`config.mk`:
```
export PLATFORM = sky130hd
export DESIGN_NAME = vga_sync_gen
export DESIGN_NICKNAME = d
export VERILOG_FILES = /design/src/rtl/vga_sync_gen.sv
export SDC_FILE = /design/constraint.sdc
export NUM_CORES = 1
export LEC_CHECK = 0
export ABC_AREA = 1
export ABC_CLOCK_PERIOD_IN_PS = 1400
export CAP_MARGIN = 20
export CORE_MARGIN = 3
export CORE_UTILIZATION = 33
export DETAILED_ROUTE_END_ITERATION = 10
export GPL_TIMING_DRIVEN = 1
export MAX_ROUTING_LAYER = met4
export PLACE_DENSITY = 0.55
export SYNTH_ARGS = -nofsm -noshare
export SYNTH_HDL_FRONTEND = slang
export SYNTH_SLANG_ARGS = --single-unit
```
`constraint.sdc`:
```
create_clock -name clk -period 1.4 [get_ports clk]
set_input_delay 0.28 -clock clk [delete_from_list [all_inputs] [get_ports clk]]
set_output_delay 0.28 -clock clk [all_outputs]
set_load 0.1 [all_outputs]
```
`src/rtl/vga_sync_gen.sv`:
```
// VGA raster timing generator: free-running h/v counters with registered sync, video and pulse decodes.
// Optional build macro VGA_FRAME_CNT_EN adds an 8-bit frame counter output (frame_cnt).
module vga_sync_gen #(
    parameter int   H_ACTIVE = 640,
    parameter int   H_FP     = 16,
    parameter int   H_SYNC   = 96,
    parameter int   H_BP     = 48,
    parameter int   V_ACTIVE = 480,
    parameter int   V_FP     = 10,
    parameter int   V_SYNC   = 2,
    parameter int   V_BP     = 33,
    parameter logic SYNC_POL = 1'b0
) (
    input  logic       clk,
    input  logic       rst,
    output logic       hsync,
    output logic       vsync,
    output logic       video_on,
    output logic [9:0] pixel_x,
    output logic [9:0] pixel_y,
    output logic       line_start,
`ifdef VGA_FRAME_CNT_EN
    output logic [7:0] frame_cnt,
`endif
    output logic       frame_start
);

    localparam int H_TOTAL = H_ACTIVE + H_FP + H_SYNC + H_BP;
    localparam int V_TOTAL = V_ACTIVE + V_FP + V_SYNC + V_BP;

    localparam logic [9:0] H_LAST       = 10'(H_TOTAL - 1);
    localparam logic [9:0] V_LAST       = 10'(V_TOTAL - 1);
    localparam logic [9:0] H_VIS        = 10'(H_ACTIVE);
    localparam logic [9:0] V_VIS        = 10'(V_ACTIVE);
    localparam logic [9:0] H_SYNC_START = 10'(H_ACTIVE + H_FP);
    localparam logic [9:0] H_SYNC_END   = 10'(H_ACTIVE + H_FP + H_SYNC);
    localparam logic [9:0] V_SYNC_START = 10'(V_ACTIVE + V_FP);
    localparam logic [9:0] V_SYNC_END   = 10'(V_ACTIVE + V_FP + V_SYNC);

    logic [9:0] h_cnt_q, h_cnt_d;
    logic [9:0] v_cnt_q, v_cnt_d;
    logic       hsync_q, hsync_d;
    logic       vsync_q, vsync_d;
    logic       video_on_q, video_on_d;
    logic [9:0] pixel_x_q, pixel_x_d;
    logic [9:0] pixel_y_q, pixel_y_d;
    logic       line_start_q, line_start_d;
    logic       frame_start_q, frame_start_d;
    logic       h_wrap;
    logic       frame_hit;

    // Terminal-count wraps; the vertical counter only moves on the line wrap.
    always_comb begin
        h_wrap  = (h_cnt_q == H_LAST);
        h_cnt_d = h_wrap ? 10'd0 : h_cnt_q + 10'd1;
        v_cnt_d = v_cnt_q;
        if (h_wrap) begin
            v_cnt_d = (v_cnt_q == V_LAST) ? 10'd0 : v_cnt_q + 10'd1;
        end
    end

    // Outputs decode the present counter value, so they trail the counters by one cycle.
    always_comb begin
        frame_hit     = (h_cnt_q == 10'd0) && (v_cnt_q == 10'd0);
        pixel_x_d     = h_cnt_q;
        pixel_y_d     = v_cnt_q;
        video_on_d    = (h_cnt_q < H_VIS) && (v_cnt_q < V_VIS);
        hsync_d       = ((h_cnt_q >= H_SYNC_START) && (h_cnt_q < H_SYNC_END)) ? SYNC_POL : ~SYNC_POL;
        vsync_d       = ((v_cnt_q >= V_SYNC_START) && (v_cnt_q < V_SYNC_END)) ? SYNC_POL : ~SYNC_POL;
        line_start_d  = (h_cnt_q == 10'd0);
        frame_start_d = frame_hit;
    end

    always_ff @(posedge clk) begin
        if (rst) begin
            h_cnt_q       <= 10'd0;
            v_cnt_q       <= 10'd0;
            hsync_q       <= ~SYNC_POL;
            vsync_q       <= ~SYNC_POL;
            video_on_q    <= 1'b0;
            pixel_x_q     <= 10'd0;
            pixel_y_q     <= 10'd0;
            line_start_q  <= 1'b0;
            frame_start_q <= 1'b0;
        end else begin
            h_cnt_q       <= h_cnt_d;
            v_cnt_q       <= v_cnt_d;
            hsync_q       <= hsync_d;
            vsync_q       <= vsync_d;
            video_on_q    <= video_on_d;
            pixel_x_q     <= pixel_x_d;
            pixel_y_q     <= pixel_y_d;
            line_start_q  <= line_start_d;
            frame_start_q <= frame_start_d;
        end
    end

    assign hsync       = hsync_q;
    assign vsync       = vsync_q;
    assign video_on    = video_on_q;
    assign pixel_x     = pixel_x_q;
    assign pixel_y     = pixel_y_q;
    assign line_start  = line_start_q;
    assign frame_start = frame_start_q;

`ifdef VGA_FRAME_CNT_EN
    logic [7:0] frame_cnt_q, frame_cnt_d;
    logic       seen_frame_q, seen_frame_d;

    // The first frame after reset reads 0; each later frame start bumps the count.
    always_comb begin
        frame_cnt_d  = frame_cnt_q;
        seen_frame_d = seen_frame_q;
        if (frame_hit) begin
            if (seen_frame_q) begin
                frame_cnt_d = frame_cnt_q + 8'd1;
            end
            seen_frame_d = 1'b1;
        end
    end

    always_ff @(posedge clk) begin
        if (rst) begin
            frame_cnt_q  <= 8'd0;
            seen_frame_q <= 1'b0;
        end else begin
            frame_cnt_q  <= frame_cnt_d;
            seen_frame_q <= seen_frame_d;
        end
    end

    assign frame_cnt = frame_cnt_q;
`endif

endmodule

```
==> results_dict.tcl <==
set metrics [dict create \
    status "completed" \
    power.switching_uw 592 \
    ys_seq_area_share_pct 49.1 \
    seq_power_share_pct 54.4 \
    fin_util_pct 51.2 \
    diodes 0 \
    finClkSkew_ps 5.23 \
    cp.arrival_ps 1470 \
    layout_commonest_cell "nor2_1" \
    path_clk_slew_ps 80 \
    required_ps 1600 \
    core_um2 5240 \
    total_power_uw 2420 \
    fin_cells 350 \
    tightest_slew_ps 368 \
    swShare_pct 24.5 \
    grt_util_met1_pct 18.7 \
    hold_class "reg -> reg" \
    gr-usage-met2_pct 19.8 \
    dieArea_um2 6490 \
    syn-cell-area_um2 1830 \
    ys_types 28 \
    cts_hold_buffers 0 \
    maxCapViolCount 0 \
    htree_levels 2 \
    drc 0 \
    synth_nets 241 \
    power.internal_uw 1830 \
    grt_remaining_overflow 0 \
    clock_latency_ps 300 \
    slew_headroom_pct 75.3 \
    min_period_ps 1270 \
    netlist_top_cells_area "dfxtp_1, nor2_1, nand2_1, inv_1, nand4_1" \
    fin_nets 285 \
    synthToLayoutAreaGrowth_pct 46.2 \
    p_clk_share_pct 36.3 \
    p_comb_share_pct 9.3 \
    rows 26 \
    setup_violations 0 \
    first_pass_iters 4 \
    routabilityCongestion 0.909 \
    yosysWarningCount 0 \
    dpl_cell_area_um2 2500 \
    dp_cells 339 \
    grt_pass1_wl_mm 6.76 \
    grt_pass1_vias 1502 \
    min_period_over_period_pct 90.8 \
    rsz0062_at_grt "no" \
    yosys.area.top_type "dfxtp_1" \
    grtUsageTotal_pct 13.8 \
    netlist.area_leader.share_pct 49.1 \
    cts_tree "built" \
    io_buffers 26 \
    via_count 1584 \
    leakage_uw 0.00112 \
    drtAntennaViolNets 0 \
    worst-path-max-fanout 5 \
    syn_area_per_cell_um2 7.81 \
    hold_violations 0 \
    post_drt_wl_per_cell_um 11.5 \
    grt.busiest_layer "met2" \
    initial_core_util_pct 35.0 \
    root_buffer "clkbuf_8" \
    dp.final_hpwl_mm 2.92 \
    maxSlewViolCount 0 \
    syn_inst 235 \
    cp-start-kind "flop" \
    end_kind "flop" \
    postRouteWirelength_mm 4.02 \
    layout_common_cells "nor2_1, nand2_1, dfxtp_1" \
    vias_per_cell 4.53 \
    io_pins 27 \
    final_cell_area_um2 2680 \
    clock_sinks 45 \
    synth_seq_cells 45 \
    antenna_found_initial 0 \
    tns_ps 0 \
    power_density_nw_per_um2 903 \
    drive_gt1_share_pct 27.5 \
    grtUsageMet3_pct 3.48 \
    numCtsBuffers 5 \
    fmaxAchievable_ghz 0.787 \
    die_x_um 80.6 \
    fill_cells 493 \
    drt_iter0_markers 88 \
    critPathKind "reg -> reg" \
    die_h_um 80.6 \
    cts_buffer_depth 2 \
    grt_max_degree 21 \
    ir_drop_mv 0.468 \
]
==> final cells by class <==
| cell class | count | area [um2] | share of cell area (%) |
|---|---|---|---|
| timing repair buffer | 40 | 628 | 23.4 |
| tap | 70 | 87.6 | 3.26 |
| clock buffer | 7 | 96.3 | 3.59 |
| sequential | 45 | 912 | 34.0 |
| multi-input combinational | 154 | 827 | 30.8 |
| clock inverter | 1 | 5.00 | 0.187 |
| inverter | 33 | 126 | 4.71 |
==> synthesized netlist by cell type <==
| library cell | n |
|---|---|
| nor2_1 | 51 |
| dfxtp_1 | 45 |
| nand2_1 | 41 |
| inv_1 | 31 |
| nand3_1 | 12 |
| nand4_1 | 12 |
| a21oi_1 | 9 |
| ha_1 | 4 |
| nor3_1 | 4 |
| buf_6 | 2 |
| clkbuf_1 | 2 |
| nand2_4 | 2 |
| nand3_2 | 2 |
| nor2_2 | 2 |
| nor2_4 | 2 |
| xor2_1 | 2 |
| and3_1 | 1 |
| clkinv_2 | 1 |
| inv_2 | 1 |
| nand2_2 | 1 |
| nand3_4 | 1 |
| nand3b_1 | 1 |
| nor3_2 | 1 |
| nor3b_2 | 1 |
| nor4_1 | 1 |
| o211ai_1 | 1 |
| o21ai_1 | 1 |
| xnor2_1 | 1 |
==> repair_timing <==
action	4_1_cts	5_1_grt
resized for setup	0	19
buffers inserted	0	2
setup endpoints to repair	0	17
==> cell families after synthesis <==
logic type	Yosys count	share of synthesized area [%]
AND/OR/NAND/NOR	135	35.1
XOR/XNOR	3	1.43
adder cells (fa/ha/maj)	4	2.73
buffers and inverters	37	8.46
flip-flops	45	49.1
AO/OA/AOI/OAI	11	3.14
==> layer usage <==
metal  share of wire, %  up-vias  routed length (um)
li1                   -      826                   -
met1                 51      714                2040
met2                 43       38                1720
met3                4.9        6                 197
met4                1.6        0                  63
met5                  0        -                   0
==> per-stage QoR <==
stage	setup slack, ps	hold WS (ps)
after floorplan	113	441
after global placement	39.6	474
after detailed placement	13.3	483
after CTS	29.6	495
after global routing	16.9	517
final	129	481
==> state kept, by name, summed over array words and instances (netlist names) <==
name,count
line_start,1
h_cnt_q,10
pixel_x,10
frame_start,1
pixel_y,10
video_on,1
pixel_y_d,10
vsync,1
hsync,1
==> worst max-delay path, stage by stage (launching register included) <==
cell,delay (ps)
dfxtp_2,360
nand2_1,130
inv_1,140
nand3_2,150
nor2_4,190
nand3_1,90
nand2_1,70
nor2_1,40
==> path summary, 6_finish.rpt <==
kind / slack (ps) / to / start / cells past startpoint
max: 130 / pixel_y_d[9] / h_cnt_q[8] / 7
min: 480 / h_cnt_q[9] / h_cnt_q[9] / 2
min reg2reg: 480 / h_cnt_q[9] / h_cnt_q[9] / 2
max reg2reg: 130 / pixel_y_d[9] / h_cnt_q[8] / 7
==> power groups by stage <==
stage / Combinational (uW) / Clock (uW) / Sequential (uW)
floorplan: 52.8 / 0 / 1430
global placement: 221 / 0 / 1340
detailed placement: 223 / 0 / 1340
CTS: 224 / 910 / 1310
global route: 236 / 963 / 1320
finish: 225 / 878 / 1320
Note: power is estimated with default switching activity, not from simulation.
